<file path="src/rtl/mac_stream_seq_if.sv">
// Command, pair-stream and result-stream bundle for the MAC/ReLU sequencer.
// The master drives commands, pairs and result acceptance; the slave is the sequencer.
interface mac_stream_seq_if #(
    parameter int WIDTH = 8,
    parameter int LEN_W = 8,
    parameter int ACC_W = 2*WIDTH + LEN_W
);
    logic                     start;
    logic [LEN_W-1:0]         len;
    logic                     busy;

    logic                     in_valid;
    logic                     in_ready;
    logic signed [WIDTH-1:0]  w;
    logic signed [WIDTH-1:0]  x;

    logic                     out_valid;
    logic                     out_ready;
    logic [WIDTH-1:0]         out_data;
    logic signed [ACC_W-1:0]  acc_out;

    modport master (
        output start, len, in_valid, w, x, out_ready,
        input  busy, in_ready, out_valid, out_data, acc_out
    );

    modport slave (
        input  start, len, in_valid, w, x, out_ready,
        output busy, in_ready, out_valid, out_data, acc_out
    );
endinterface

</file>
<file path="src/rtl/mac_stream_seq.sv">
// Dot-product sequencer: start+len, then len signed (w,x) pairs; emits ReLU(acc>>>SHIFT) saturated to WIDTH.
// Result valid the cycle after the last pair (or after start when len=0); held until out_ready, pairs refused meanwhile.
module mac_stream_seq #(
    parameter int WIDTH = 8,
    parameter int LEN_W = 8,
    parameter int ACC_W = 2*WIDTH + LEN_W,
    parameter int SHIFT = 7
) (
    input  logic             clk,
    input  logic             rst,
    mac_stream_seq_if.slave  bus
);
    typedef enum logic [1:0] {IDLE, ACCUM, OUTPUT} state_t;

    localparam logic signed [ACC_W-1:0] SAT = {{(ACC_W-WIDTH){1'b0}}, {WIDTH{1'b1}}};

    state_t                   state;
    logic [LEN_W-1:0]         len_q;
    logic [LEN_W-1:0]         count;
    logic signed [ACC_W-1:0]  acc;
    logic                     in_ready_q;
    logic                     out_valid_q;
    logic                     busy_q;
    logic [WIDTH-1:0]         out_data_q;

    logic signed [2*WIDTH-1:0] prod;
    logic signed [ACC_W-1:0]   prod_ext;
    logic signed [ACC_W-1:0]   acc_sum;
    logic signed [ACC_W-1:0]   shifted;
    logic [WIDTH-1:0]          relu;
    logic                      fire_in;
    logic                      fire_out;
    logic                      last_pair;

    assign prod     = bus.w * bus.x;
    assign prod_ext = {{(ACC_W-2*WIDTH){prod[2*WIDTH-1]}}, prod};
    assign acc_sum  = acc + prod_ext;
    assign shifted  = acc_sum >>> SHIFT;

    // Result is formed from the sum including the final pair, so it can be registered on the same edge.
    always_comb begin
        relu = '0;
        if (acc_sum[ACC_W-1] || (acc_sum == '0))
            relu = '0;
        else if (shifted > SAT)
            relu = '1;
        else
            relu = shifted[WIDTH-1:0];
    end

    assign fire_in   = (state == ACCUM) && in_ready_q && bus.in_valid;
    assign fire_out  = out_valid_q && bus.out_ready;
    assign last_pair = ((count + LEN_W'(1)) == len_q);

    always_ff @(posedge clk) begin
        if (rst) begin
            state       <= IDLE;
            len_q       <= '0;
            count       <= '0;
            acc         <= '0;
            in_ready_q  <= 1'b0;
            out_valid_q <= 1'b0;
            busy_q      <= 1'b0;
            out_data_q  <= '0;
        end else begin
            case (state)
                IDLE: begin
                    if (bus.start) begin
                        acc    <= '0;
                        count  <= '0;
                        busy_q <= 1'b1;
                        if (bus.len != '0) begin
                            len_q      <= bus.len;
                            in_ready_q <= 1'b1;
                            state      <= ACCUM;
                        end else begin
                            out_data_q  <= '0;
                            out_valid_q <= 1'b1;
                            state       <= OUTPUT;
                        end
                    end
                end
                ACCUM: begin
                    if (fire_in) begin
                        acc   <= acc_sum;
                        count <= count + LEN_W'(1);
                        if (last_pair) begin
                            in_ready_q  <= 1'b0;
                            out_valid_q <= 1'b1;
                            out_data_q  <= relu;
                            state       <= OUTPUT;
                        end
                    end
                end
                OUTPUT: begin
                    if (fire_out) begin
                        out_valid_q <= 1'b0;
                        busy_q      <= 1'b0;
                        state       <= IDLE;
                    end
                end
                default: begin
                    in_ready_q  <= 1'b0;
                    out_valid_q <= 1'b0;
                    busy_q      <= 1'b0;
                    state       <= IDLE;
                end
            endcase
        end
    end

    assign bus.busy      = busy_q;
    assign bus.in_ready  = in_ready_q;
    assign bus.out_valid = out_valid_q;
    assign bus.out_data  = out_data_q;
    assign bus.acc_out   = acc;

endmodule

</file>
<file path="src/flat_wrapper.sv">
// flat-port wrapper written by rule: the top's interface ports become plain ports
module mac_stream_seq_flat 
#(
    parameter int WIDTH = 8,
    parameter int LEN_W = 8,
    parameter int ACC_W = 2*WIDTH + LEN_W,
    parameter int SHIFT = 7
)
  (clk, rst, bus_start, bus_len, bus_in_valid, bus_w, bus_x, bus_out_ready, bus_busy, bus_in_ready, bus_out_valid, bus_out_data, bus_acc_out);
  mac_stream_seq_if #(.WIDTH(WIDTH), .LEN_W(LEN_W), .ACC_W(ACC_W)) bus_i ();
  input  logic clk;
  input  logic rst;
  input wire logic [$bits(bus_i.start)-1:0] bus_start;
  input wire logic [$bits(bus_i.len)-1:0] bus_len;
  input wire logic [$bits(bus_i.in_valid)-1:0] bus_in_valid;
  input wire logic [$bits(bus_i.w)-1:0] bus_w;
  input wire logic [$bits(bus_i.x)-1:0] bus_x;
  input wire logic [$bits(bus_i.out_ready)-1:0] bus_out_ready;
  output wire logic [$bits(bus_i.busy)-1:0] bus_busy;
  output wire logic [$bits(bus_i.in_ready)-1:0] bus_in_ready;
  output wire logic [$bits(bus_i.out_valid)-1:0] bus_out_valid;
  output wire logic [$bits(bus_i.out_data)-1:0] bus_out_data;
  output wire logic [$bits(bus_i.acc_out)-1:0] bus_acc_out;
  assign bus_i.start = bus_start;
  assign bus_i.len = bus_len;
  assign bus_i.in_valid = bus_in_valid;
  assign bus_i.w = bus_w;
  assign bus_i.x = bus_x;
  assign bus_i.out_ready = bus_out_ready;
  assign bus_busy = bus_i.busy;
  assign bus_in_ready = bus_i.in_ready;
  assign bus_out_valid = bus_i.out_valid;
  assign bus_out_data = bus_i.out_data;
  assign bus_acc_out = bus_i.acc_out;
  mac_stream_seq #(.WIDTH(WIDTH), .LEN_W(LEN_W), .ACC_W(ACC_W), .SHIFT(SHIFT)) u_core (.clk(clk), .rst(rst), .bus(bus_i));
endmodule
</file>
<file path="config.mk">
export PLATFORM = sky130hd
export DESIGN_NAME = mac_stream_seq_flat
export DESIGN_NICKNAME = d
export VERILOG_FILES = /design/src/rtl/mac_stream_seq_if.sv /design/src/rtl/mac_stream_seq.sv /design/src/flat_wrapper.sv
export SDC_FILE = /design/constraint.sdc
export NUM_CORES = 1
export LEC_CHECK = 0
export BUFFER_PORTS_ARGS = -buffer_cell sky130_fd_sc_hd__clkbuf_2
export CORE_AREA = 2 2 195 149
export DETAILED_ROUTE_END_ITERATION = 8
export DIE_AREA = 0 0 197 151
export GPL_TIMING_DRIVEN = 0
export PLACE_DENSITY = 0.43
export RECOVER_POWER = 25
export REMOVE_ABC_BUFFERS = 1
export SLEW_MARGIN = 20
export SYNTH_ARGS = -nofsm -noshare
export SYNTH_HDL_FRONTEND = slang
export SYNTH_SLANG_ARGS = --single-unit
</file>
<file path="constraint.sdc">
create_clock -name clk -period 8 [get_ports clk]
set_clock_uncertainty 0.1 [all_clocks]
set_input_delay 1.2 -clock clk [delete_from_list [all_inputs] [get_ports clk]]
set_output_delay 1.2 -clock clk [all_outputs]
set_load 0.01 [all_outputs]
</file>
==> Yosys cells after proc, flatten, opt, wreduce, memory -nomap -nowiden <==
Index checks and enable logic that the tools add are counted.
Widths: inputs -> output; s select.
{ "word_totals": {"reg_bits": 53, "output_inout_bits": 35, "word_cells": 70} }
{ "classes": {"add_sub_neg": 2, "multipliers": 1, "n_lt_le_gt_ge": 1, "n_eq_ne": 9, "n_mux": 32, "n_bitwise": 2, "n_reduce_logical": 15} }
{ "op_table": {"columns": ["cell", "count"], "rows": [
  ["$mux 8", 8],
  ["$mux 24", 2],
  ["$pmux 24 s2", 1],
  ["$pmux 8 s2", 2],
  ["$add 24x16->24", 1],
  ["$logic_not 24->1", 1],
  ["$gt 17x9->1 const B", 1],
  ["$mul 8x8->16", 1],
  ["$reduce_and 5->1", 3],
  ["$mux 1", 10],
  ["$mux 2", 5],
  ["$pmux 1 s3", 3],
  ["$reduce_and 3->1", 3],
  ["$add 8x1->8 const B", 1],
  ["$eq 8x8->1", 1],
  ["$ne 2x1->1 const B", 4],
  ["$reduce_bool 8->1", 1],
  ["$pmux 2 s3", 1],
  ["$ne 2x2->1 const B", 2],
  ["$reduce_and 4->1", 1],
  ["$logic_and 1x1->1", 3],
  ["$eq 2x1->1 const B", 1],
  ["$eq 2x2->1 const B", 1],
  ["$logic_not 2->1", 1],
  ["3 further kinds", 4]
]} }

==> Logic depth before layout (Yosys ltp) <==
Gate-level depths: netlist (run 1).
{ "depth": {"word_depth": 8, "mapped_depth": 21, "depth_no_buf": 20} }

==> Worst setup path after synthesis (run 1) <==
No wires, ideal clock.
{ "synth_path": {"path_type": "input to register", "from": "in bus_x[1]", "to": "reg u_core.out_data_q[4], in the netlist u_core.bus.out_data[4]", "setup_ps": 142, "arrival_time_ps": 6502, "required_time_ps": 7758, "path_slack_ps": 1256, "cell_stages": 16, "path_buffers": 1, "path_cell_list": "clkbuf_1 and2_1 fa_1 fa_1 fa_1 fa_1 ha_1 ha_1 a21o_1 a21oi_1 o21ai_0 or3_1 a22oi_1 nand3_1 nor4_4 a22oi_2"} }
{ "synth_via": {"elab_chain_len": 8, "word_cells_on_any_way": 10, "classes_between": "add/sub (1); mul (1); order compare (1); mux (5); reduce/logical (2)"} }
{ "synth_lines": {"columns": ["item", "line_no", "text"], "rows": [
  ["from (decl)", "flat_wrapper.sv:17", "input wire logic [$bits(bus_i.x)-1:0] bus_x;"],
  ["$mul 8x8->16 (*)", "mac_stream_seq.sv:35", "assign prod = bus.w * bus.x;"],
  ["$add 24x16->24 (*)", "mac_stream_seq.sv:37", "assign acc_sum = acc + prod_ext;"],
  ["$gt 17x9->1 / $logic_not 24->1 (equally long branches)", "mac_stream_seq.sv:45, mac_stream_seq.sv:43", null],
  ["$mux 8 / $logic_or 1x1->1 (equally long branches)", "mac_stream_seq.sv:45, mac_stream_seq.sv:43", null],
  ["$mux 8 (*)", "mac_stream_seq.sv:43", "if (acc_sum[ACC_W-1] || (acc_sum == '0))"],
  ["$mux 8 (*)", "mac_stream_seq.sv:87", "if (last_pair) begin"],
  ["$mux 8 (*)", "mac_stream_seq.sv:84", "if (fire_in) begin"],
  ["$pmux 8 s2 (*)", "mac_stream_seq.sv:66", "case (state)"],
  ["to (signal assigned)", "mac_stream_seq.sv:90", "out_data_q <= relu;"],
  ["to (decl)", "mac_stream_seq.sv:24", "logic [WIDTH-1:0] out_data_q;"]
]} }
Mark *: on every way between the ends. The rest lies on a longest branch, timed or not. The select of a mux whose other input is x is not followed.
A chain may end at the register's enable or synchronous reset.

==> Worst setup path in the final report (run 1) <==
{ "layout_path": {"from": "in bus_w[7]", "to": "reg u_core.out_data_q[4], in the netlist u_core.bus.out_data[4]"} }
{ "layout_via": {"elab_chain_len": 8, "word_cells_on_any_way": 10, "classes_between": "add/sub (1); mul (1); order compare (1); mux (5); reduce/logical (2)"} }
{ "layout_lines": {"columns": ["item", "line_no", "text"], "rows": [
  ["from (decl)", "flat_wrapper.sv:16", "input wire logic [$bits(bus_i.w)-1:0] bus_w;"],
  ["$mul 8x8->16 (*)", "mac_stream_seq.sv:35", null],
  ["$add 24x16->24 (*)", "mac_stream_seq.sv:37", null],
  ["$gt 17x9->1 / $logic_not 24->1 (equally long branches)", "mac_stream_seq.sv:45, mac_stream_seq.sv:43", null],
  ["$mux 8 / $logic_or 1x1->1 (equally long branches)", "mac_stream_seq.sv:45, mac_stream_seq.sv:43", null],
  ["$mux 8 (*)", "mac_stream_seq.sv:43", null],
  ["$mux 8 (*)", "mac_stream_seq.sv:87", null],
  ["$mux 8 (*)", "mac_stream_seq.sv:84", null],
  ["$pmux 8 s2 (*)", "mac_stream_seq.sv:66", null]
]} }
Marked as above.

==> impl_metrics.py, run 1 <==
metrics = {
    "outcome": {
        "status": "complete, no violations",
    },
    "worst_setup_path": {
        "critPathBufInv": 3,
        "cp_common_cell": "fa_1",
        "worstSetupStartpointType": "input pin",
        "end_kind": "flop",
        "path_delay_family": "adder cells",
        "critical_path_required_ns": 8.07,
        "startpoint": "bus_w[7]",
        "critical_path.max_stage_delay_ns": 0.86,
        "crit_type": "in2reg",
        "ff2ff_setup_slack_ns": 2.27,
        "cp_cell_sequence": "clkbuf_2, and2_1, inv_1, fa_1, inv_1, fa_1, fa_1, fa_1, fa_1, ha_1, o211ai_1, a21o_1, a21oi_1, nor4_1, o311ai_1, xor2_1, nor4_4, a22oi_2",
        "worst_path_max_delay_cell": "and2_1",
        "rr_startpoint": "u_core.bus.acc_out[6]$_SDFFE_PP0P_",
        "crit_fanout": 17,
        "arrival_ns": 7.43,
    },
    "synthesis": {
        "yosysWarnings": 0,
        "synth_top_area_cell": "fa_1",
        "synth.top_cell.area_share_pct": 31.7,
        "synth-seq-cells": 53,
        "synth_edf_count": 0,
        "ys_seq_area_share_pct": 16.1,
        "synth_simple_gate_area_share_pct": 16.7,
        "synth-async-reset-ratio_pct": 0,
        "ys_top_cells_by_count": "fa_1 (104), inv_1 (85), nor2_1 (70)",
        "synth_area_per_cell_um2": 9.21,
        "syn-instance-count": 714,
        "synth-compound-area-share_pct": 12.8,
        "muxShareOfSynthArea_pct": 1.75,
        "synth_top_family_by_area": "adder cells",
        "synth_xor_area_share_pct": 4.26,
        "syn_area_um2": 6570,
        "ys_top_cells_by_area": "fa_1 (32%), dfxtp_1 (16%), ha_1 (10%), inv_1 (4.9%), nor2_1 (4.0%)",
        "synth.most_common_cell": "fa_1",
        "ys_dominant_reg_cell": "dfxtp_1",
        "synthAdderAreaFrac_pct": 42.1,
        "ys_types": 61,
    },
    "pwr": {
        "finalPower_w": 0.00306,
        "ir_drop_uv": 185,
        "power.leakage_nw": 3.35,
        "powerDensity_nw_per_um2": 410,
    },
    "cts": {
        "tritoncts": "built",
        "numCtsBuffers": 5,
        "cts_sinks": 53,
        "insertion_delay_ns": 0.31,
        "clockBufferDepth": 2,
        "cts_hold_buf": 0,
        "cts_setup_buffers": 0,
        "ctsResizeCount": 0,
        "clockRootBuffer": "clkbuf_16",
        "htreeDepth": 2,
        "clk_pin_slew_worst_paths_ns": 0.08,
    },
    "route": {
        "wirelength_um": 17700,
        "num_vias": 4956,
        "ant_nets": 0,
        "viasPerCell": 4.41,
        "route.detailed.drc": 0,
        "avgRoutedWirePerCell_um": 15.8,
        "first_pass_iters": 4,
        "drt_iter0_drc": 315,
    },
    "timing": {
        "clock.fmax_mhz": 136,
        "tightest_slew_ns": 1.07,
        "max_slew_margin_pct": 28.8,
        "hold_violations": 0,
        "drv_slew": 0,
        "tns_ns": 0,
        "period_share_pct": 92.0,
        "period_minus_slack_ns": 7.36,
        "finalSetupViolCount": 0,
        "rsz0062_at_grt": "false",
    },
    "floorplan": {
        "coreArea_um2": 27700,
        "start_util_pct": 23.7,
        "fp.dieW_um": 197,
        "rows": 53,
        "die_height_um": 151,
        "die_area_um2": 29700,
        "pin_count": 64,
    },
    "worst_hold_path": {
        "min_from": "u_core.bus.acc_out[3]$_SDFFE_PP0P_",
        "hp-class": "reg2reg",
    },
    "grt": {
        "grt_pass1_wl_um": 29500,
        "grt_usage_pct": 12.9,
        "antenna_found_initial": 0,
        "grt_pass1_vias": 5109,
        "gr-total-overflow": 0,
        "grt_max_degree": 48,
    },
    "flow_run": {
        "cap_violations": 0,
    },
    "placed_design": {
        "dp_hpwl_um": 14600,
        "gp_congestion": 0.810,
        "portBuffers": 63,
    },
    "finish": {
        "area_delta_synth_final_pct": 13.3,
        "insertedDiodeCount": 0,
        "drive_above_1_share_pct": 9.01,
        "nets": 953,
    },
}
flip-flops by register name (all words and copies together), names as in the netlist:
| signal | cells |
|---|---|
| u_core.bus.in_ready | 1 |
| u_core.count | 8 |
| u_core.len_q | 8 |
| u_core.bus.acc_out | 24 |
| u_core.state | 2 |
| u_core.bus.out_data | 8 |
| u_core.bus.out_valid | 1 |
| u_core.bus.busy | 1 |
worst register-to-register path: stages (launching register included):
cell and delay [ns]:
dfxtp_1 0.41, inv_1 0.09, fa_1 0.53, inv_1 0.05
fa_1 0.49, inv_1 0.05, fa_1 0.50, inv_1 0.07
fa_1 0.43, fa_1 0.45, ha_1 0.39, o211ai_1 0.19
a21o_1 0.17, a21oi_1 0.15, nor4_1 0.46, o311ai_1 0.19
xor2_1 0.22, nor4_4 0.51, a22oi_2 0.14
final cells by class:
class                           count  area (µm²)
Tap cell                          357         447
Clock inverter                      3        47.5
Multi-Input combinational cell    554        5120
Timing Repair Buffer               65         325
Fill cell                        3009       20300
Clock buffer                        5         125
Inverter                           86         323
Sequential cell                    53        1060
cell usage in the layout, fill, tap and decap left out, drive strengths merged, types with 13 or more instances in the layout:
cell / netlist / layout
and2: 36 / 36
ha: 55 / 55
nand2: 63 / 63
inv: 85 / 87
xnor2: 20 / 20
a22oi: 24 / 24
clkbuf: 14 / 68
fa: 104 / 104
dfxtp: 53 / 53
nor2: 71 / 71
a21oi: 41 / 41
o21ai: 20 / 20
nor3: 13 / 13
nand3: 15 / 15
metrics by stage:
step,std cells,worst slack [ns],area (µm²),utilization (%),hold slack [ns]
2_1_floorplan,693,1.45,6490,-,0.343
3_3_place_gp,1113,0.264,7250,26.2,0.357
3_5_place_dp,1115,0.323,7300,26.3,0.361
4_1_cts,1123,0.610,7470,27.0,0.373
5_1_grt,1123,0.192,7450,26.9,0.396
6_report,1123,0.636,7450,26.9,0.372
where the power goes:
part	internal [W]	total, W	leakage, nW	switching [W]
Sequential	0.000281	0.000303	0.430	0.0000214
Clock	0.000151	0.000274	0.0848	0.000123
Combinational	0.000956	0.00248	2.84	0.00152
Total	0.00139	0.00306	3.35	0.00167
kinds of logic after synthesis:
kind of cell	after synthesis
multiplexers	11
buffers and inverters	107
AO/OA/AOI/OAI	125
flip-flops	53
AND/OR/NAND/NOR	227
adder cells (fa/ha/maj)	159
XOR/XNOR	32
path summary, 6_finish.rpt:
check / end / cells after the start
max: u_core.bus.out_data[4]$_SDFFE_PP0P_ / 18
min: u_core.bus.acc_out[3]$_SDFFE_PP0P_ / 2
max reg2reg: u_core.bus.out_data[4]$_SDFFE_PP0P_ / 18
min reg2reg: u_core.bus.acc_out[3]$_SDFFE_PP0P_ / 2
metal layers:
layer  global-route usage [%]  up-vias  wire [µm]
li1                         -     2466          -
met1                     20.8     2413      10300
met2                     18.0       67       6820
met3                     1.45       10        477
met4                     2.33        0        136
met5                        0        -          0
Note: power is estimated with default switching activity, not from simulation.
==> run 2, diff against run 1 <==
--- a/config.mk
+++ b/config.mk
@@ -7,9 +7,9 @@
 export LEC_CHECK = 0
 export BUFFER_PORTS_ARGS = -buffer_cell sky130_fd_sc_hd__clkbuf_2
+export CAP_MARGIN = 20
 export CORE_AREA = 2 2 195 149
 export DETAILED_ROUTE_END_ITERATION = 8
 export DIE_AREA = 0 0 197 151
 export GPL_TIMING_DRIVEN = 0
-export PLACE_DENSITY = 0.43
 export RECOVER_POWER = 25
 export REMOVE_ABC_BUFFERS = 1
==> constraint.sdc (replaced) <==
create_clock -name clk -period 8 [get_ports clk]
set_clock_uncertainty 0.1 [all_clocks]
set_input_delay 0.8 -clock clk [delete_from_list [all_inputs] [get_ports clk]]
set_output_delay 0.8 -clock clk [all_outputs]
set_load 0.01 [all_outputs]
==> impl_metrics.py, run 2 (synthesis gave the netlist of run 1 again) <==
metrics = {
    "worst_setup_path": {
        "critical_path_required_ns": 8.06,
        "crit_type": "in2reg",
        "cp_common_cell": "fa_1",
        "rr_startpoint": "u_core.bus.acc_out[6]$_SDFFE_PP0P_",
        "arrival_ns": 7.04,
        "end_kind": "flop",
        "worst_path_max_delay_cell": "and2_1",
        "path_delay_family": "adder cells",
        "cp_cell_sequence": "clkbuf_2, and2_1, inv_1, fa_1, inv_1, fa_1, fa_1, fa_1, fa_1, ha_1, o211ai_1, a21o_1, a21oi_1, nor4_1, o311ai_1, xor2_1, nor4_4, a22oi_2",
        "startpoint": "bus_x[0]",
        "crit_fanout": 17,
        "critPathBufInv": 3,
        "worstSetupStartpointType": "input pin",
        "critical_path.max_stage_delay_ns": 0.85,
    },
    "cts": {
        "clockRootBuffer": "clkbuf_16",
        "htreeDepth": 2,
        "tritoncts": "built",
        "clockBufferDepth": 2,
        "numCtsBuffers": 5,
        "clk_pin_slew_worst_paths_ns": 0.08,
        "cts_sinks": 53,
        "cts_setup_buffers": 0,
        "ctsResizeCount": 0,
        "cts_hold_buf": 0,
        "insertion_delay_ns": 0.30,
    },
    "pwr": {
        "power.share.switching_pct": 54.5,
        "pwr-share-clk_pct": 7.8,
        "ir_drop_uv": 240,
        "pwr-share-seq_pct": 10.1,
        "power_switching_w": 0.00163,
        "p_int_w": 0.00136,
        "power.leakage_nw": 3.33,
        "powerDensity_nw_per_um2": 402,
        "combPwrFrac_pct": 82.1,
    },
    "finish": {
        "fin_area_um2": 7410,
        "insertedDiodeCount": 0,
        "largest_reg_flops": 24,
        "mostFrequentLayoutCell": "fa_1",
        "drive_above_1_share_pct": 8.89,
        "seqCellArea_um2": 1060,
        "fillers": 3004,
        "nets": 952,
        "area_delta_synth_final_pct": 12.8,
        "final_cell_mix": "fa_1 (104), inv_1 (85), nor2_1 (70), nand2_1 (63), ha_1 (55)",
        "fin_cells": 1122,
        "multi_input_area_um2": 5120,
    },
    "worst_hold_path": {
        "min_from": "u_core.bus.acc_out[2]$_SDFFE_PP0P_",
        "hp-class": "reg2reg",
    },
    "floorplan": {
        "coreArea_um2": 27700,
        "fp.dieW_um": 197,
        "die_area_um2": 29700,
        "rows": 53,
        "die_height_um": 151,
        "start_util_pct": 23.7,
        "pin_count": 64,
    },
    "timing": {
        "tns_ns": 0,
        "period_minus_slack_ns": 6.98,
        "clock.fmax_mhz": 143,
        "worst_slack_ns": 1.02,
        "drv_slew": 48,
        "hold_violations": 0,
        "whs_ns": 0.374,
        "finalSetupViolCount": 0,
        "rsz0062_at_grt": "false",
        "max_slew_margin_pct": -63.1,
        "period_share_pct": 87.3,
        "tightest_slew_ns": 2.45,
    },
    "route": {
        "wirelength_um": 16900,
        "ant_nets": 0,
        "first_pass_iters": 5,
        "viasPerCell": 4.57,
        "route.detailed.drc": 0,
        "avgRoutedWirePerCell_um": 15.0,
        "drt_iter0_drc": 372,
        "num_vias": 5133,
    },
    "placed_design": {
        "gp_congestion": 0.843,
        "placed_cells": 1114,
        "dp_hpwl_um": 14000,
        "portBuffers": 63,
        "dp_slack_ns": 0.749,
        "place_area_um2": 7290,
    },
    "grt": {
        "grt_usage_pct": 12.1,
        "antenna_found_initial": 0,
        "grt_pass1_vias": 5152,
        "grt_pass1_wl_um": 28400,
        "grt_max_degree": 48,
        "gr-total-overflow": 0,
    },
    "flow_run": {
        "cap_violations": 1,
    },
    "outcome": {
        "status": "finished, violations left",
        "violations": "max-capacitance violations, max-slew violations",
    },
}
## run 2: area by class of cell
class	instances	area share (%)
Timing Repair Buffer	64	4.25
Multi-Input combinational cell	554	69.0
Tap cell	357	6.03
Inverter	86	4.35
Sequential cell	53	14.3
Clock inverter	3	0.338
Clock buffer	5	1.69
## run 2: through the flow
step / util [%] / total power [W]
6_report: 26.7 / 0.00298
5_1_grt: 26.7 / 0.00333
4_1_cts: 26.8 / 0.00300
3_5_place_dp: 26.3 / 0.00273
3_3_place_gp: 26.2 / 0.00271
2_1_floorplan: - / 0.00214
## run 2: path summary, 6_finish.rpt
| kind | to | slack, ns | depth (start not counted) |
|---|---|---|---|
| worst min register to register | u_core.bus.acc_out[2]$_SDFFE_PP0P_ | 0.37 | 2 |
| worst max register to register | u_core.bus.out_data[4]$_SDFFE_PP0P_ | 2.23 | 18 |
| worst max-delay path | u_core.bus.out_data[4]$_SDFFE_PP0P_ | 1.02 | 18 |
| worst min-delay path | u_core.bus.acc_out[2]$_SDFFE_PP0P_ | 0.37 | 2 |
## run 2: power by group through the flow
stage                     Sequential, W  Clock (W)  Combinational (W)
after floorplan                0.000309          0            0.00183
after CTS                      0.000303   0.000242            0.00245
after global placement         0.000309          0            0.00241
final                          0.000302   0.000233            0.00245
after global routing           0.000306   0.000250            0.00277
after detailed placement       0.000309          0            0.00243
## run 2: metal layers
layer  share of wire, %  vias to the layer above  track usage, %
li1                   -                     2474               -
met3                5.9                        8            2.25
met2                 41                      108            17.9
met4               0.49                        0            1.50
met1                 52                     2543            18.7
met5                  0                        -               0
## run 2: tightest hold or removal path, delay by kind of cell (launching register included)
family / cells / cell delay, ns
AOI/OAI and AO/OA: 1 / 0.05
and+or+nand+nor: 1 / 0.06
DFF: 1 / 0.33
==> run 3, diff against run 2 <==
- CORE_AREA: 2 2 195 149 -> 2 2 122 95
- DIE_AREA: 0 0 197 151 -> 0 0 124 97
- PLACE_DENSITY: default -> 0.82
- clock period: 8 -> 7.04 ns (I/O delays scaled with it)
==> impl_metrics.py, run 3 (synthesis gave the netlist of run 1 again) <==
metrics = {
    "placed_design": {
        "placed_cells": 897,
        "dp_hpwl_um": 12400,
        "portBuffers": 63,
        "dp_slack_ns": 0.0574,
        "gp_congestion": 0.943,
    },
    "finish": {
        "nets": 952,
        "largest_reg_flops": 24,
        "final_cell_mix": "fa_1 (103), inv_1 (85), nor2_1 (70), nand2_1 (63), ha_1 (55)",
        "insertedDiodeCount": 0,
        "mostFrequentLayoutCell": "fa_1",
        "fillers": 905,
        "drive_above_1_share_pct": 8.90,
        "fin_cells": 904,
        "area_delta_synth_final_pct": 8.32,
        "postLayoutCoreUtil_pct": 66.3,
    },
    "route": {
        "num_vias": 5242,
        "viasPerCell": 5.80,
        "drt_iter0_drc": 357,
        "route.detailed.drc": 0,
        "first_pass_iters": 6,
        "avgRoutedWirePerCell_um": 16.7,
        "wirelength_um": 15100,
        "ant_nets": 0,
    },
    "worst_setup_path": {
        "cp_cell_sequence": "clkbuf_2, nand2_1, inv_1, fa_1, fa_2, inv_1, fa_1, inv_1, fa_1, ha_1, ha_1, nand4_1, a21o_1, a21oi_1, nor4_1, o311ai_1, xor2_1, nor4_4, a22oi_1",
        "end_kind": "flop",
        "rr_startpoint": "u_core.bus.acc_out[6]$_SDFFE_PP0P_",
        "worstSetupStartpointType": "input pin",
        "critical_path.max_stage_delay_ns": 0.84,
        "crit_fanout": 10,
        "startpoint": "bus_w[7]",
        "critPathBufInv": 4,
        "path_delay_family": "adder cells",
        "arrival_ns": 6.51,
        "worst_path_max_delay_cell": "fa_2",
        "critical_path_required_ns": 7.09,
        "crit_type": "in2reg",
    },
    "grt": {
        "gr-total-overflow": 0,
        "antenna_found_initial": 0,
        "grt_pass1_wl_um": 25600,
        "grt_usage_pct": 26.7,
        "grt_max_degree": 48,
        "grt_pass1_vias": 5267,
    },
    "floorplan": {
        "start_util_pct": 61.2,
        "rows": 33,
        "die_height_um": 97,
        "pin_count": 64,
        "coreArea_um2": 10700,
        "die_area_um2": 12000,
        "fp.dieW_um": 124,
    },
    "timing": {
        "drv_slew": 48,
        "period_share_pct": 91.8,
        "tightest_slew_ns": 2.30,
        "tns_ns": 0,
        "clock.fmax_mhz": 155,
        "finalSetupViolCount": 0,
        "period_minus_slack_ns": 6.46,
        "hold_violations": 0,
        "max_slew_margin_pct": -53.3,
        "worst_slack_ns": 0.578,
        "rsz0062_at_grt": "false",
    },
    "cts": {
        "numCtsBuffers": 5,
        "cts_hold_buf": 0,
        "htreeDepth": 2,
        "clk_pin_slew_worst_paths_ns": 0.07,
        "cts_sinks": 53,
        "clockRootBuffer": "clkbuf_16",
        "insertion_delay_ns": 0.29,
        "tritoncts": "built",
        "clockBufferDepth": 2,
    },
    "pwr": {
        "p_int_w": 0.00154,
        "power_switching_w": 0.00184,
        "pwr-share-seq_pct": 10.1,
        "power.leakage_nw": 3.33,
        "combPwrFrac_pct": 82.5,
        "powerDensity_nw_per_um2": 475,
        "pwr-share-clk_pct": 7.4,
        "power.share.switching_pct": 54.5,
        "ir_drop_uv": 350,
    },
    "outcome": {
        "status": "finished, violations left",
        "violations": "max-capacitance violations, max-slew violations",
    },
    "flow_run": {
        "cap_violations": 1,
    },
    "worst_hold_path": {
        "min_from": "u_core.bus.acc_out[2]$_SDFFE_PP0P_",
        "hp-class": "reg2reg",
    },
}
==> run 3: power by group through the flow <==
stage / combinational, W / sequential, W / clock [W]
global route: 0.00312 / 0.000346 / 0.000264
floorplan: 0.00209 / 0.000351 / 0
finish: 0.00279 / 0.000343 / 0.000249
CTS: 0.00276 / 0.000343 / 0.000253
global placement: 0.00264 / 0.000348 / 0
detailed placement: 0.00272 / 0.000350 / 0
==> run 3: timing repair <==
item	CTS	global route
buffers inserted	0	0
resized for setup	0	2
endpoints found under the setup margin	0	8
==> run 3: worst register-to-register path, cell delays in order, from the launching register on <==
cell and delay, ns:
dfxtp_1 0.40, inv_1 0.08, fa_1 0.53, inv_1 0.06
fa_1 0.51, inv_1 0.05, fa_1 0.50, inv_1 0.06
fa_1 0.43, fa_1 0.45, ha_1 0.39, o211ai_1 0.11
a21o_1 0.21, a21oi_1 0.30, nor4_1 0.13, o311ai_1 0.36
xor2_1 0.20, nor4_4 0.50, a22oi_1 0.15
==> run 3: cell type report <==
class                      instances  area, µm²  share of cell area [%]
sequential                        53       1060                    14.9
clock inverter                     2       13.8                   0.193
timing repair buffer              64        303                    4.25
inverter                          86        323                    4.53
tap                              140        175                    2.46
clock buffer                       5        125                    1.76
multi-input combinational        554       5120                    71.9
==> run 3: worst paths after layout <==
check	endpoint	slack, ns	cells past startpoint
worst max-delay path	u_core.bus.out_data[0]$_SDFFE_PP0P_	0.58	19
worst min-delay path	u_core.bus.acc_out[2]$_SDFFE_PP0P_	0.37	2
worst max register to register	u_core.bus.out_data[0]$_SDFFE_PP0P_	1.36	18
worst min register to register	u_core.bus.acc_out[2]$_SDFFE_PP0P_	0.37	2
==> run 3: per-stage QoR <==
stage	power [W]	hold slack, ns	instance area [µm²]
6_report	0.00338	0.368	7120
5_1_grt	0.00373	0.411	7120
4_1_cts	0.00335	0.369	7140
3_5_place_dp	0.00307	0.358	7000
3_3_place_gp	0.00298	0.359	6980
2_1_floorplan	0.00244	0.343	6490
==> run 3: layer usage <==
layer / GRT usage (%) / up-vias / share of wire, %
met3: 2.48 / 26 / 6.0
met2: 40.8 / 227 / 46
met1: 40.6 / 2523 / 46
met5: 0 / - / 0
li1: - / 2466 / -
met4: 7.00 / 0 / 1.6
